## src/rtl/mem_arbiter.sv

```systemverilog
// mem_arbiter: shares one single-port SRAM between the instruction fetch port (i)
// and the load/store port (d). At most one access is granted per cycle, and the
// grant is combinational from the requests. The data port wins conflicts unless
// fetch has been blocked for STARVE_MAX consecutive cycles. Read responses are
// steered back to their issuing port by a MEM_LAT-deep {valid, owner} pipeline.
//
// Parameters: ADDR_W, DATA_W, MEM_LAT (1..4), STARVE_MAX (1..15)
// Ports:
//   clk, rst (async, active-high)
//   i_req/i_addr -> i_gnt, i_rvalid, i_rdata          fetch port
//   d_req/d_we/d_addr/d_wdata -> d_gnt, d_rvalid, d_rdata   load/store port
//   sram_en/sram_wen/sram_addr/sram_wdata -> SRAM, sram_rdata <- SRAM
//   perf_i_gnt/perf_d_gnt/perf_forced   only when ARB_PERF_CNT_EN is defined
// Optional feature macro: ARB_PERF_CNT_EN (grant/forced-grant counters).
module mem_arbiter #(
  parameter int unsigned ADDR_W     = 32,
  parameter int unsigned DATA_W     = 32,
  parameter int unsigned MEM_LAT    = 1,
  parameter int unsigned STARVE_MAX = 4
) (
  input  logic              clk,
  input  logic              rst,
  input  logic              i_req,
  input  logic [ADDR_W-1:0] i_addr,
  output logic              i_gnt,
  output logic              i_rvalid,
  output logic [DATA_W-1:0] i_rdata,
  input  logic              d_req,
  input  logic [3:0]        d_we,
  input  logic [ADDR_W-1:0] d_addr,
  input  logic [DATA_W-1:0] d_wdata,
  output logic              d_gnt,
  output logic              d_rvalid,
  output logic [DATA_W-1:0] d_rdata,
  output logic              sram_en,
  output logic [3:0]        sram_wen,
  output logic [ADDR_W-1:0] sram_addr,
  output logic [DATA_W-1:0] sram_wdata,
  input  logic [DATA_W-1:0] sram_rdata
`ifdef ARB_PERF_CNT_EN
  ,
  output logic [31:0]       perf_i_gnt,
  output logic [31:0]       perf_d_gnt,
  output logic [31:0]       perf_forced
`endif
);

  localparam int unsigned CNT_W = 4;

  logic [CNT_W-1:0]   starve_q, starve_d;
  logic [MEM_LAT-1:0] vld_q, vld_d;
  logic [MEM_LAT-1:0] own_q, own_d;   // 1 = response belongs to the d port
  logic               starved_c;
  logic               rd_push_c;

  // Grant selection; all grants are held low while rst is asserted
  always_comb begin
    starved_c = (starve_q == CNT_W'(STARVE_MAX));
    i_gnt     = !rst && i_req && (!d_req || starved_c);
    d_gnt     = !rst && d_req && !(i_req && starved_c);
  end

  // SRAM drive from the winning port; idle bus is all zeros
  always_comb begin
    sram_en    = 1'b0;
    sram_wen   = 4'h0;
    sram_addr  = '0;
    sram_wdata = '0;
    if (d_gnt) begin
      sram_en    = 1'b1;
      sram_wen   = d_we;
      sram_addr  = d_addr;
      sram_wdata = d_wdata;
    end else if (i_gnt) begin
      sram_en    = 1'b1;
      sram_addr  = i_addr;
    end
  end

  // Next-state: starvation counter and response pipeline shift
  always_comb begin
    starve_d  = '0;
    rd_push_c = i_gnt || (d_gnt && (d_we == 4'h0));
    vld_d     = '0;
    own_d     = '0;
    if (i_req && !i_gnt) begin
      starve_d = starved_c ? starve_q : starve_q + CNT_W'(1);
    end
    vld_d[0] = rd_push_c;
    own_d[0] = d_gnt;
    for (int unsigned k = 1; k < MEM_LAT; k++) begin
      vld_d[k] = vld_q[k-1];
      own_d[k] = own_q[k-1];
    end
  end

  // Asynchronous reset discards any in-flight responses immediately
  always_ff @(posedge clk or posedge rst) begin
    if (rst) begin
      starve_q <= '0;
      vld_q    <= '0;
      own_q    <= '0;
    end else begin
      starve_q <= starve_d;
      vld_q    <= vld_d;
      own_q    <= own_d;
    end
  end

  assign i_rvalid = vld_q[MEM_LAT-1] && !own_q[MEM_LAT-1];
  assign d_rvalid = vld_q[MEM_LAT-1] &&  own_q[MEM_LAT-1];
  assign i_rdata  = rst ? '0 : sram_rdata;
  assign d_rdata  = rst ? '0 : sram_rdata;

`ifdef ARB_PERF_CNT_EN
  logic [31:0] perf_i_q, perf_d_q, perf_f_q;

  // Wrapping grant counters; a forced grant is an i grant taken against a d request
  always_ff @(posedge clk or posedge rst) begin
    if (rst) begin
      perf_i_q <= '0;
      perf_d_q <= '0;
      perf_f_q <= '0;
    end else begin
      if (i_gnt)                         perf_i_q <= perf_i_q + 32'(1);
      if (d_gnt)                         perf_d_q <= perf_d_q + 32'(1);
      if (i_gnt && d_req && starved_c)   perf_f_q <= perf_f_q + 32'(1);
    end
  end

  assign perf_i_gnt  = perf_i_q;
  assign perf_d_gnt  = perf_d_q;
  assign perf_forced = perf_f_q;
`endif

endmodule
```

## config.mk

```make
export PLATFORM = sky130hd
export DESIGN_NAME = mem_arbiter
export DESIGN_NICKNAME = d
export VERILOG_FILES = /design/src/rtl/mem_arbiter.sv
export SDC_FILE = /design/constraint.sdc
export NUM_CORES = 1
export LEC_CHECK = 0
export BUFFER_PORTS_ARGS = -buffer_cell sky130_fd_sc_hd__buf_2
export CELL_PAD_IN_SITES_DETAIL_PLACEMENT = 1
export CELL_PAD_IN_SITES_GLOBAL_PLACEMENT = 2
export CORE_MARGIN = 8
export CORE_UTILIZATION = 10
export CTS_CLUSTER_SIZE = 14
export DETAILED_ROUTE_END_ITERATION = 16
export PLACE_DENSITY = 0.94
export SYNTH_ARGS = -nofsm -noshare
export SYNTH_HDL_FRONTEND = slang
export SYNTH_SLANG_ARGS = --single-unit
```

## constraint.sdc

```tcl
create_clock -name clk -period 2.05 [get_ports clk]
set_input_delay 0.205 -clock clk [delete_from_list [all_inputs] [get_ports clk]]
set_output_delay 0.205 -clock clk [all_outputs]
set_load 0.05 [all_outputs]
```

[Word-level counts from Yosys, hierarchy flattened]
Index checks and enable logic that the tools add are counted.
Word-level totals
  flip-flop bits (word level): 6
  input port bits: 136
  output and inout port bits: 137
  logic and storage cells: 32
Cells by class
  add/sub/neg operators: 1
  equal/unequal tests: 2
  multiplexer cells: 9
  reductions and logical operators: 17
Operators with widths (count)
  32-bit 2-to-1 mux: 4
  4-bit 2-to-1 mux: 3
  1-bit logical AND: 9
  1-bit zero test: 5
  4-bit by 1-bit adder with 4-bit output (second input constant): 1
  4-bit by 3-bit == test with 1-bit output (second input constant): 1
  4-bit zero test: 1
  1-bit logical OR: 2
  1-bit 2-to-1 mux: 2
  2-bit inequality test (second input constant): 1

[Logic depth before layout (Yosys ltp)]
Gate-level depths: netlist of run 1.
  depth after elaboration: 6
  depth in mapped cells: 8

[Least setup slack after synthesis of run 1]
No wires, ideal clock.
  path kind: register -> output
  start: register starve_q[0]
  end: output sram_wdata[21]
  arrival: 2069 ps
  required time: 1845 ps
  setup slack: -224 ps
  stages on the path, launching flop included: 8
  path buffers: 2
  cells stage by stage: dfrtp_1 -> inv_1 -> ha_1 -> and3b_1 -> buf_2 -> a211oi_4 -> buf_2 -> and2_1
Between the ends
  longest elaborated chain between the ends: 5
RTL lines
  start, declared: line 50  | logic [CNT_W-1:0] starve_q, starve_d;
  start signal, assigned: line 104  | starve_q <= starve_d;
  4-bit by 3-bit == test with 1-bit output: line 58  | starved_c = (starve_q == CNT_W'(STARVE_MAX));
  1-bit logical AND: line 60  | d_gnt = !rst && d_req && !(i_req && starved_c);
  1-bit zero test: line 60
  1-bit logical AND: line 60
  net d_gnt: line 32  | output logic d_gnt,
  32-bit 2-to-1 mux: line 69  | if (d_gnt) begin
  end, declared: line 38  | output logic [DATA_W-1:0] sram_wdata,
The timed path passes the listed nets, and every way through them passes these cells.

[Worst setup path in the final report of run 1]
  start: register starve_q[0]
  end: output sram_wen[0]
Between the ends
  longest elaborated chain between the ends: 5
RTL lines
  4-bit by 3-bit == test with 1-bit output: line 58
  1-bit logical AND: line 60
  1-bit zero test: line 60
  1-bit logical AND: line 60
  4-bit 2-to-1 mux: line 69
  end, declared: line 36  | output logic [3:0] sram_wen,
No other way between the ends.

==> flow_summary_export.csv, run 1 <==
group,metric,value,unit
outcome,outcome,"finished, violations left",
outcome,violations,"setup timing",
synthesis,ys_types,24,
sta,setup_viol,69,
die,die_w,133,um
cells_and_area,antenna_cells,0,
clock_tree,cts-root-buf,"clkbuf_16",
placed_design,place_congestion,0.778,
cells_and_area,layoutNonFillerInstCount,619,
sta,fmax,451,MHz
synthesis,synth_top_family_by_area,"simple AND/OR/NAND/NOR gates",
synthesis,async_flop_share,1.00,
synthesis,synth-seq-area-share,0.109,
power_and_ir_drop,power_leakage,2.12,nW
global_routing,track_usage,0.105,
global_routing,antenna_found_initial,0,
die,std_cell_rows,43,
routing,dr.pass1.iters,4,
routing,avgViaCountPerCell,3.75,
die,dieHeight,133,um
clock_tree,clk_pin_slew_worst_paths,0.03,ns
critical_path,worstSetupStartpointType,"flop",
cells_and_area,syn_to_final_growth,184,%
sta,hold_viol,0,
power_and_ir_drop,peakVddDrop,182,uV
job,cap_viol_max_count,0,
cells_and_area,drive_above_1_share,0.836,
synthesis,synthCells,184,
synthesis,synth-compound-area-share,0.252,
hold_path,min_path_type,"in -> async",
routing,wl,11600,um
sta,skew,0.00255,ns
sta,slew_headroom,0.754,
die,coreArea,13700,um^2
synthesis,synth-xor-area-share,0.0127,
critical_path,crit_fanout,8,
cells_and_area,final_common_cell,"buf_2",
clock_tree,h-tree-depth,1,
cells_and_area,fill_cells,1636,
routing,route.top_layer_used,"met4",
cells_and_area,fin_util,0.286,
synthesis,synth.mux.area_fraction,0.00727,
clock_tree,clock_latency,0.23,ns
clock_tree,cts_made_buffers,3,
critical_path,endpoint_kind,"output port",
critical_path,crit_arrival,2.01,ns
global_routing,grt_pass1_vias,2520,
clock_tree,clock-sinks,6,
routing,dr_wl_met2,6750,um
synthesis,synth-edff-count,0,
synthesis,avgSynthCellArea,7.48,um^2
sta,final.setup.worst_slack,-0.169,ns
placed_design,io_buffers,272,
routing,route.detailed.drc,0,
sta,rsz0062_at_grt,"yes",
routing,via_count,2321,
global_routing,grt_pass1_wl,14900,um
synthesis,ys.flop_type,"dfrtp_1",
sta,period_share,1.08,
synthesis,yosys_warnings,0,
synthesis,synth-simple-area-share,0.357,
synthesis,synthAdderAreaFrac,0.0182,
clock_tree,cts_tree,"done",
cells_and_area,multi_input_area,1060,um^2
die,io-pin-count,273,
synthesis,synth_nets,322,
critical_path,setup.worst_path.class,"reg -> out",
critical_path,required,1.85,ns
die,start_util,0.101,
sta,worst_pin_slew,0.367,ns
synthesis,netlist_area,1380,um^2
power_and_ir_drop,powerDensity,476,nW/um^2
cells_and_area,layout_common_cells,"202 x buf_2, 42 x buf_8, 33 x nor2b_1, 29 x buf_6, 22 x and2_4",
placed_design,dp_slack,-0.0195,ns
sta,slew_viol_final,0,
routing,drt_iter0_drc,68,
placed_design,hpwl,7830,um
cells_and_area,register_area,150,um^2
die,die_area,17800,um^2
routing,ant_nets,0,
clock_tree,clockBufferDepth,2,
routing,wl_met1,4100,um
power_and_ir_drop,power.total,0.00186,W
synthesis,synth_seq_cells,6,
routing,wl_met3,682,um
global_routing,grt_max_degree,36,
sta,period_minus_slack,2.22,ns
routing,detail_route.wl_per_cell,18.8,um
cells_and_area,final_nets,579,
global_routing,grt_remaining_overflow,0,
placed_design,dpl.cell_count,597,
-- Yosys cell counts (2+ instances only) --
master	n	share of area
and2_1	37	0.17
nor2_1	3	0.0082
a21oi_1	4	0.015
nor2b_1	33	0.15
nand2_1	4	0.011
xnor2_1	2	0.013
a22o_1	32	0.20
ha_1	2	0.018
buf_2	6	0.022
clkbuf_1	6	0.016
inv_1	5	0.014
dfrtp_1	6	0.11
buf_4	33	0.18
-- path summary, 6_finish.rpt --
kind	start	to	slack (ns)	depth (start not counted)
worst min-delay path	rst	vld_q	0.08	2
min in group clk	d_we[3]	vld_q	0.28	4
worst max-delay path	starve_q[0]	sram_wen[0]	-0.17	9
worst max register to register	starve_q[0]	own_q	0.48	7
max in group asynchronous	rst	starve_q[2]	1.77	2
worst min register to register	starve_q[3]	starve_q[3]	0.60	2
-- flip-flops by register name (all words and copies together), names as in the netlist --
signal,cells
starve_q,4
vld_q,1
own_q,1
-- metrics by stage --
stage | cell area, um^2 | TNS (ns) | hold WS, ns
after floorplan | 1460 | 0 | 0.340
after global routing | 3910 | -15.07 | 0.112
after CTS | 3640 | -4.42 | 0.0934
final | 3910 | -8.78 | 0.0808
after global placement | 2810 | 0 | 0.322
after detailed placement | 2810 | -0.0747 | 0.322
-- final cells by class --
class                   instances  share of cell area
clock buffers                   3              0.0192
multi-input cells             126               0.271
inverters                       5             0.00480
repair buffers                299               0.609
flip-flops and latches          6              0.0384
well taps                     180              0.0576
-- power by group --
part | total (W) | switching (W) | internal (W)
sequential | 0.000143 | 0.0000106 | 0.000132
clock | 0.000316 | 0.0000658 | 0.000250
combinational | 0.00140 | 0.000844 | 0.000559
total | 0.00186 | 0.000920 | 0.000941
-- cell families after synthesis --
family	Yosys count
adder cells (fa/ha/maj)	2
multiplexers	1
flip-flops	6
XOR/XNOR	2
AO/OA/AOI/OAI	40
AND/OR/NAND/NOR	81
buffers and inverters	52
-- timing repair --
item | 4_1_cts | 5_1_grt
hold buffers | 0 | 0
buffers inserted | 6 | 3
cloned | 4 | 6
pin swaps | 8 | 28
resized for setup | 180 | 43
setup endpoints to repair | 70 | 70
hold endpoints to repair | 0 | 0
-- critical path, stage by stage (launching register included) --
cell       delay (ns)
dfrtp_1          0.35
inv_2            0.06
ha_4             0.16
and3b_2          0.22
a211oi_4         0.27
buf_6            0.14
buf_6            0.13
clkbuf_16        0.16
and2_4           0.15
buf_8            0.14
-- per-layer routing --
metal  up-vias  track usage
met3        10       0.0237
met2       109        0.213
li1       1097            -
met1      1105        0.104
met4         0       0.0218
met5         -            0
Note: power is estimated with default switching activity, not from simulation.
==> run 2, diff against run 1 <==
--- a/config.mk
+++ b/config.mk
@@ -13,6 +13,7 @@
 export CTS_CLUSTER_SIZE = 14
 export DETAILED_ROUTE_END_ITERATION = 16
 export PLACE_DENSITY = 0.94
+export REMOVE_ABC_BUFFERS = 1
 export SYNTH_ARGS = -nofsm -noshare
 export SYNTH_HDL_FRONTEND = slang
 export SYNTH_SLANG_ARGS = --single-unit
==> run 2 against run 1 <==
The run still ends with setup timing left. Fmax rose by 3.3%. First-iteration DRC count fell by 53%. Clock skew fell by 0.00094 ns. Flip-flop and latch count unchanged. Core utilization decreased by 2.5 points. Final cell count down 0.81%. Sequential power hardly changed. Combinational power is 9% lower. Critical path depth stayed put. Clock-buffer cell count is the same. Non-clock buffer count shrank 5. Final area down 8.9%. Largest power group unchanged.
==> flow_summary_export.csv, run 2 (same netlist as run 1, synthesis figures left out) <==
group,metric,value,unit
global_routing,grt_max_degree,34,
clock_tree,clk_pin_slew_worst_paths,0.03,ns
power_and_ir_drop,p_switching,0.000877,W
cells_and_area,final_nets,574,
sta,period_share,1.05,
clock_tree,clockBufferDepth,2,
cells_and_area,layout_common_cells,"202 x buf_2, 64 x buf_6, 33 x nor2b_1, 32 x a22o_1, 28 x and2_1",
critical_path,required,1.85,ns
global_routing,antenna_found_initial,0,
routing,wl,10800,um
cells_and_area,reg_top3,"starve_q x4, own_q x1, vld_q x1",
placed_design,place_congestion,0.763,
clock_tree,cts-root-buf,"clkbuf_16",
global_routing,track_usage,0.112,
clock_tree,h-tree-depth,1,
die,coreArea,13700,um^2
placed_design,dp_slack,-0.0369,ns
power_and_ir_drop,clock_power_share,0.180,
clock_tree,clock_latency,0.23,ns
sta,period_minus_slack,2.15,ns
sta,skew,0.00161,ns
critical_path,worstSetupStartpointType,"flop",
global_routing,grt_pass1_vias,2654,
job,cap_viol_max_count,0,
power_and_ir_drop,peakVddDrop,172,uV
sta,slew_viol_final,0,
cells_and_area,layoutNonFillerInstCount,614,
routing,avgViaCountPerCell,3.78,
routing,via_count,2323,
routing,drt_iter0_drc,32,
die,dieHeight,133,um
sta,worst_pin_slew,0.652,ns
sta,final.setup.worst_slack,-0.0990,ns
clock_tree,ctsHoldBuffers,0,
die,std_cell_rows,43,
cells_and_area,drive_above_1_share,0.717,
sta,fmax,465,MHz
routing,dr.pass1.iters,3,
sta,rsz0062_at_grt,"yes",
power_and_ir_drop,power_frac_seq,0.082,
placed_design,hpwl,8290,um
routing,route.detailed.drc,0,
outcome,violations,"setup timing",
cells_and_area,antenna_cells,0,
critical_path,crit_fanout,7,
hold_path,min_path_type,"in -> async",
clock_tree,cts_tree,"done",
critical_path,endpoint_kind,"output port",
sta,slew_headroom,0.561,
cells_and_area,largest_register_ffs,4,
sta,hold_viol,0,
outcome,outcome,"finished, violations left",
cells_and_area,final_common_cell,"buf_2",
clock_tree,cts_made_buffers,3,
die,io-pin-count,273,
sta,holdWs,0.264,ns
clock_tree,clock-sinks,6,
power_and_ir_drop,intPower,0.000861,W
critical_path,setup.worst_path.class,"reg -> out",
die,start_util,0.101,
die,die_area,17800,um^2
critical_path,crit_arrival,1.94,ns
global_routing,grt_remaining_overflow,0,
cells_and_area,regMostFlops,"starve_q",
power_and_ir_drop,powerDensity,488,nW/um^2
sta,setup_tns,-3.50,ns
power_and_ir_drop,power_leakage,1.96,nW
placed_design,dpl.cell_count,597,
routing,detail_route.wl_per_cell,17.6,um
placed_design,io_buffers,272,
die,die_w,133,um
routing,ant_nets,0,
power_and_ir_drop,sw_frac_of_total,0.505,
cells_and_area,syn_to_final_growth,159,%
power_and_ir_drop,combPwrFrac,0.738,
global_routing,grt_pass1_wl,15500,um
sta,setup_viol,67,
## run 2: changes by cell type in the layout (fill, tap and decap cells not counted), moves of 2 or more
cell and change:
a22o_4 -6, and2_4 -13, clkbuf_16 -4, a22o_2 -17, a22o_1 +23, buf_6 +35, and2_1 +27, buf_4 -2
and2_2 -14, buf_8 -33
## run 2: power groups by stage
stage	Sequential (W)	Combinational [W]	Clock, W
after floorplan	0.000143	0.000706	0
after global placement	0.000142	0.00106	0
after detailed placement	0.000143	0.00107	0
after CTS	0.000142	0.00129	0.000319
after global routing	0.000144	0.00135	0.000323
final	0.000142	0.00128	0.000312
## run 2: final timing paths
| kind | start | endpoint | slack (ns) | cells after the start |
|---|---|---|---|---|
| max | starve_q[0] | sram_addr[23] | -0.1 | 9 |
| max reg2reg | starve_q[0] | starve_q[0] | 0.53 | 6 |
| min | rst | starve_q[2] | 0.26 | 3 |
| min in group clk | d_req | vld_q | 0.30 | 3 |
| min reg2reg | starve_q[3] | starve_q[3] | 0.57 | 2 |
| max in group asynchronous | rst | own_q | 1.60 | 3 |
## run 2: per-layer routing
layer,global-route usage,vias to the layer above,routed length (um)
met5,0,-,0
met4,0.0106,0,27
met3,0.0508,3,1300
met2,0.224,186,5720
met1,0.103,1050,3740
li1,-,1084,-
## run 2: cell type report
| cell class | count | area (um^2) |
|---|---|---|
| Fill cell | 1683 | 10100 |
| Tap cell | 180 | 225 |
| Sequential cell | 6 | 150 |
| Timing Repair Buffer | 294 | 2160 |
| Clock buffer | 3 | 75.1 |
| Inverter | 5 | 18.8 |
| Multi-Input combinational cell | 126 | 935 |
## run 2: timing repair
item,CTS,global route
setup endpoints to repair,70,70
gates resized for setup,159,13
buffers inserted,9,1
gates cloned,6,1
pin swaps,21,8
## run 2: critical path, stage by stage (launching register included)
cell      delay [ns]
dfrtp_1         0.35
inv_2           0.06
ha_4            0.16
and3b_2         0.22
a211oi_4        0.20
buf_6           0.17
buf_12          0.12
buf_16          0.12
a22o_1          0.15
buf_6           0.16
## run 2: stage by stage
step / power (W) / cell area, um^2 / util
after floorplan: 0.000849 / 1060 / -
after global placement: 0.00120 / 2740 / 0.200
after detailed placement: 0.00121 / 2740 / 0.200
after CTS: 0.00176 / 3570 / 0.261
after global routing: 0.00182 / 3560 / 0.261
final: 0.00174 / 3560 / 0.261
==> run 3, diff against run 2 <==
--- a/config.mk
+++ b/config.mk
@@ -7,12 +7,12 @@
 export LEC_CHECK = 0
 export BUFFER_PORTS_ARGS = -buffer_cell sky130_fd_sc_hd__buf_2
 export CELL_PAD_IN_SITES_DETAIL_PLACEMENT = 1
-export CELL_PAD_IN_SITES_GLOBAL_PLACEMENT = 2
+export CELL_PAD_IN_SITES_GLOBAL_PLACEMENT = 1
 export CORE_MARGIN = 8
-export CORE_UTILIZATION = 10
+export CORE_UTILIZATION = 14
 export CTS_CLUSTER_SIZE = 14
 export DETAILED_ROUTE_END_ITERATION = 16
-export PLACE_DENSITY = 0.94
+export PLACE_DENSITY = 0.91
 export REMOVE_ABC_BUFFERS = 1
 export SYNTH_ARGS = -nofsm -noshare
 export SYNTH_HDL_FRONTEND = slang
==> run 3 against run 2 <==
The run still ends with setup timing left. Flip-flop and latch count unchanged. Non-clock buffer count unchanged. Die area decreased by 25%. Core utilization rose by 10 points.
==> flow_summary_export.csv, run 3 (same netlist as run 1, synthesis figures left out) <==
group,metric,value,unit
cells_and_area,largest_register_ffs,4,
routing,avgViaCountPerCell,4.16,
power_and_ir_drop,sw_frac_of_total,0.539,
critical_path,rrSetupSlack,0.46,ns
clock_tree,h-tree-depth,1,
die,std_cell_rows,36,
global_routing,grt_pass1_wl,16000,um
outcome,violations,"setup timing",
sta,period_minus_slack,2.25,ns
routing,route.detailed.drc,0,
critical_path,cp_cell_sequence,"inv_2, ha_4, and3b_2, a211oi_4, buf_6, buf_12, buf_16, a22o_1, buf_6",
clock_tree,ctsHoldBuffers,0,
clock_tree,cts-root-buf,"clkbuf_8",
cells_and_area,reg_top3,"starve_q x4, own_q x1, vld_q x1",
critical_path,slowest_delay,0.37,ns
critical_path,crit_fanout,8,
die,coreArea,9640,um^2
die,die_w,115,um
critical_path,slowest_stage,"dfrtp_1",
cells_and_area,fill_cells,1231,
clock_tree,cts_made_buffers,3,
hold_path,min_path_type,"in -> async",
die,dieHeight,115,um
cells_and_area,regMostFlops,"starve_q",
placed_design,dp_slack,-0.0881,ns
routing,detail_route.wl_per_cell,19.7,um
critical_path,r2r_cells,6,
sta,period_share,1.10,
outcome,outcome,"finished, violations left",
power_and_ir_drop,clock_power_share,0.106,
routing,dr.pass1.iters,4,
cells_and_area,syn_to_final_growth,155,%
critical_path,crit_arrival,2.05,ns
power_and_ir_drop,peakVddDrop,184,uV
sta,skew,0.00306,ns
power_and_ir_drop,powerDensity,466,nW/um^2
cells_and_area,layoutNonFillerInstCount,570,
global_routing,grt_pass1_vias,2830,
clock_tree,clock-sinks,6,
clock_tree,cts_tree,"done",
power_and_ir_drop,intPower,0.000752,W
critical_path,rr_endpoint,"starve_q[3]",
routing,wl,11200,um
cells_and_area,final_common_cell,"buf_2",
critical_path,worstSetupStartpointType,"flop",
clock_tree,clockBufferDepth,2,
die,start_util,0.143,
clock_tree,clk_pin_slew_worst_paths,0.04,ns
power_and_ir_drop,p_switching,0.000879,W
sta,rsz0062_at_grt,"yes",
cells_and_area,layout_common_cells,"202 x buf_2, 44 x buf_6, 33 x nor2b_1, 32 x a22o_1, 20 x buf_8",
power_and_ir_drop,power_leakage,1.96,nW
routing,ant_nets,0,
placed_design,io_buffers,272,
placed_design,hpwl,8880,um
placed_design,place_congestion,0.821,
cells_and_area,final_nets,574,
global_routing,track_usage,0.156,
global_routing,antenna_found_initial,3,
global_routing,grt_remaining_overflow,0,
sta,slew_viol_final,0,
critical_path,required,1.85,ns
cells_and_area,drive_above_1_share,0.742,
sta,fmax,444,MHz
job,cap_viol_max_count,0,
critical_path,worst_path_most_repeated_cell,"buf_6",
power_and_ir_drop,power_frac_seq,0.088,
critical_path,setup.worst_path.class,"reg -> out",
sta,worst_pin_slew,0.490,ns
global_routing,grt_max_degree,35,
clock_tree,clock_latency,0.22,ns
sta,hold_viol,0,
placed_design,dpl.cell_count,550,
routing,via_count,2373,
power_and_ir_drop,combPwrFrac,0.806,
die,io-pin-count,273,
sta,final.setup.worst_slack,-0.204,ns
critical_path,r2r_start,"starve_q[0]",
sta,setup_viol,65,
sta,slew_headroom,0.670,
routing,drt_iter0_drc,37,
critical_path,endpoint_kind,"output port",
die,die_area,13300,um^2
-- run 3: cell types whose count changed in the layout (fill, tap and decap cells not counted), sizes merged --
cell	change
clkbuf	-1
buf	+1
diode	+3
-- run 3: power by group through the flow --
stage          Sequential [W]  Combinational (W)  Clock (W)
6_report             0.000143            0.00131   0.000173
5_1_grt              0.000145            0.00138   0.000187
3_5_place_dp         0.000143            0.00107          0
3_3_place_gp         0.000142            0.00105          0
4_1_cts              0.000142            0.00128   0.000178
2_1_floorplan        0.000143           0.000706          0
-- run 3: area by class of cell --
cell class	instances	area, um^2	area share
Timing Repair Buffer	294	2160	0.616
Multi-Input combinational cell	126	960	0.274
Tap cell	133	166	0.0475
Sequential cell	6	150	0.0429
Clock buffer	3	41.3	0.0118
Inverter	5	18.8	0.00536
Antenna cell	3	7.51	0.00214
-- run 3: through the flow --
| step | hold WS [ns] | TNS [ns] | total power (W) | util | area, um^2 |
|---|---|---|---|---|---|
| 2_1_floorplan | -0.00404 | -80.75 | 0.000849 | - | 1060 |
| 3_3_place_gp | 0.497 | -0.302 | 0.00119 | 0.278 | 2680 |
| 3_5_place_dp | 0.518 | -2.98 | 0.00121 | 0.278 | 2680 |
| 4_1_cts | 0.290 | -9.81 | 0.00160 | 0.353 | 3410 |
| 5_1_grt | 0.320 | -13.79 | 0.00171 | 0.363 | 3500 |
| 6_report | 0.274 | -9.47 | 0.00163 | 0.363 | 3500 |
-- run 3: critical path: cells and delay by family (launching register included) --
kind / cells / cell delay (ns)
buffers and inverters: 5 / 0.65
AOI/OAI and AO/OA: 2 / 0.42
DFF: 1 / 0.37
and+or+nand+nor: 1 / 0.22
adders and majority gates: 1 / 0.16
-- run 3: what timing repair did --
item | CTS | global route
endpoints found under the setup margin | 70 | 70
gates cloned | 4 | 0
resized for setup | 166 | 19
pin swaps | 12 | 21
buffers inserted | 7 | 4
-- run 3: per-layer routing --
metal | vias up | GRT usage | share of wire
met3 | 19 | 0.0840 | 0.15
met5 | - | 0 | 0
met2 | 185 | 0.301 | 0.52
li1 | 1088 | - | -
met1 | 1081 | 0.130 | 0.30
met4 | 0 | 0.0613 | 0.029
-- run 3: worst max-delay path by stage --
stage | to | start | cells after the start
after floorplan | sram_addr[0] | starve_q[0] | 5
after global placement | sram_addr[0] | starve_q[0] | 7
after detailed placement | sram_addr[0] | starve_q[0] | 7
after CTS | sram_addr[0] | starve_q[0] | 9
after global routing | sram_addr[16] | starve_q[0] | 9
final | sram_addr[0] | starve_q[0] | 9
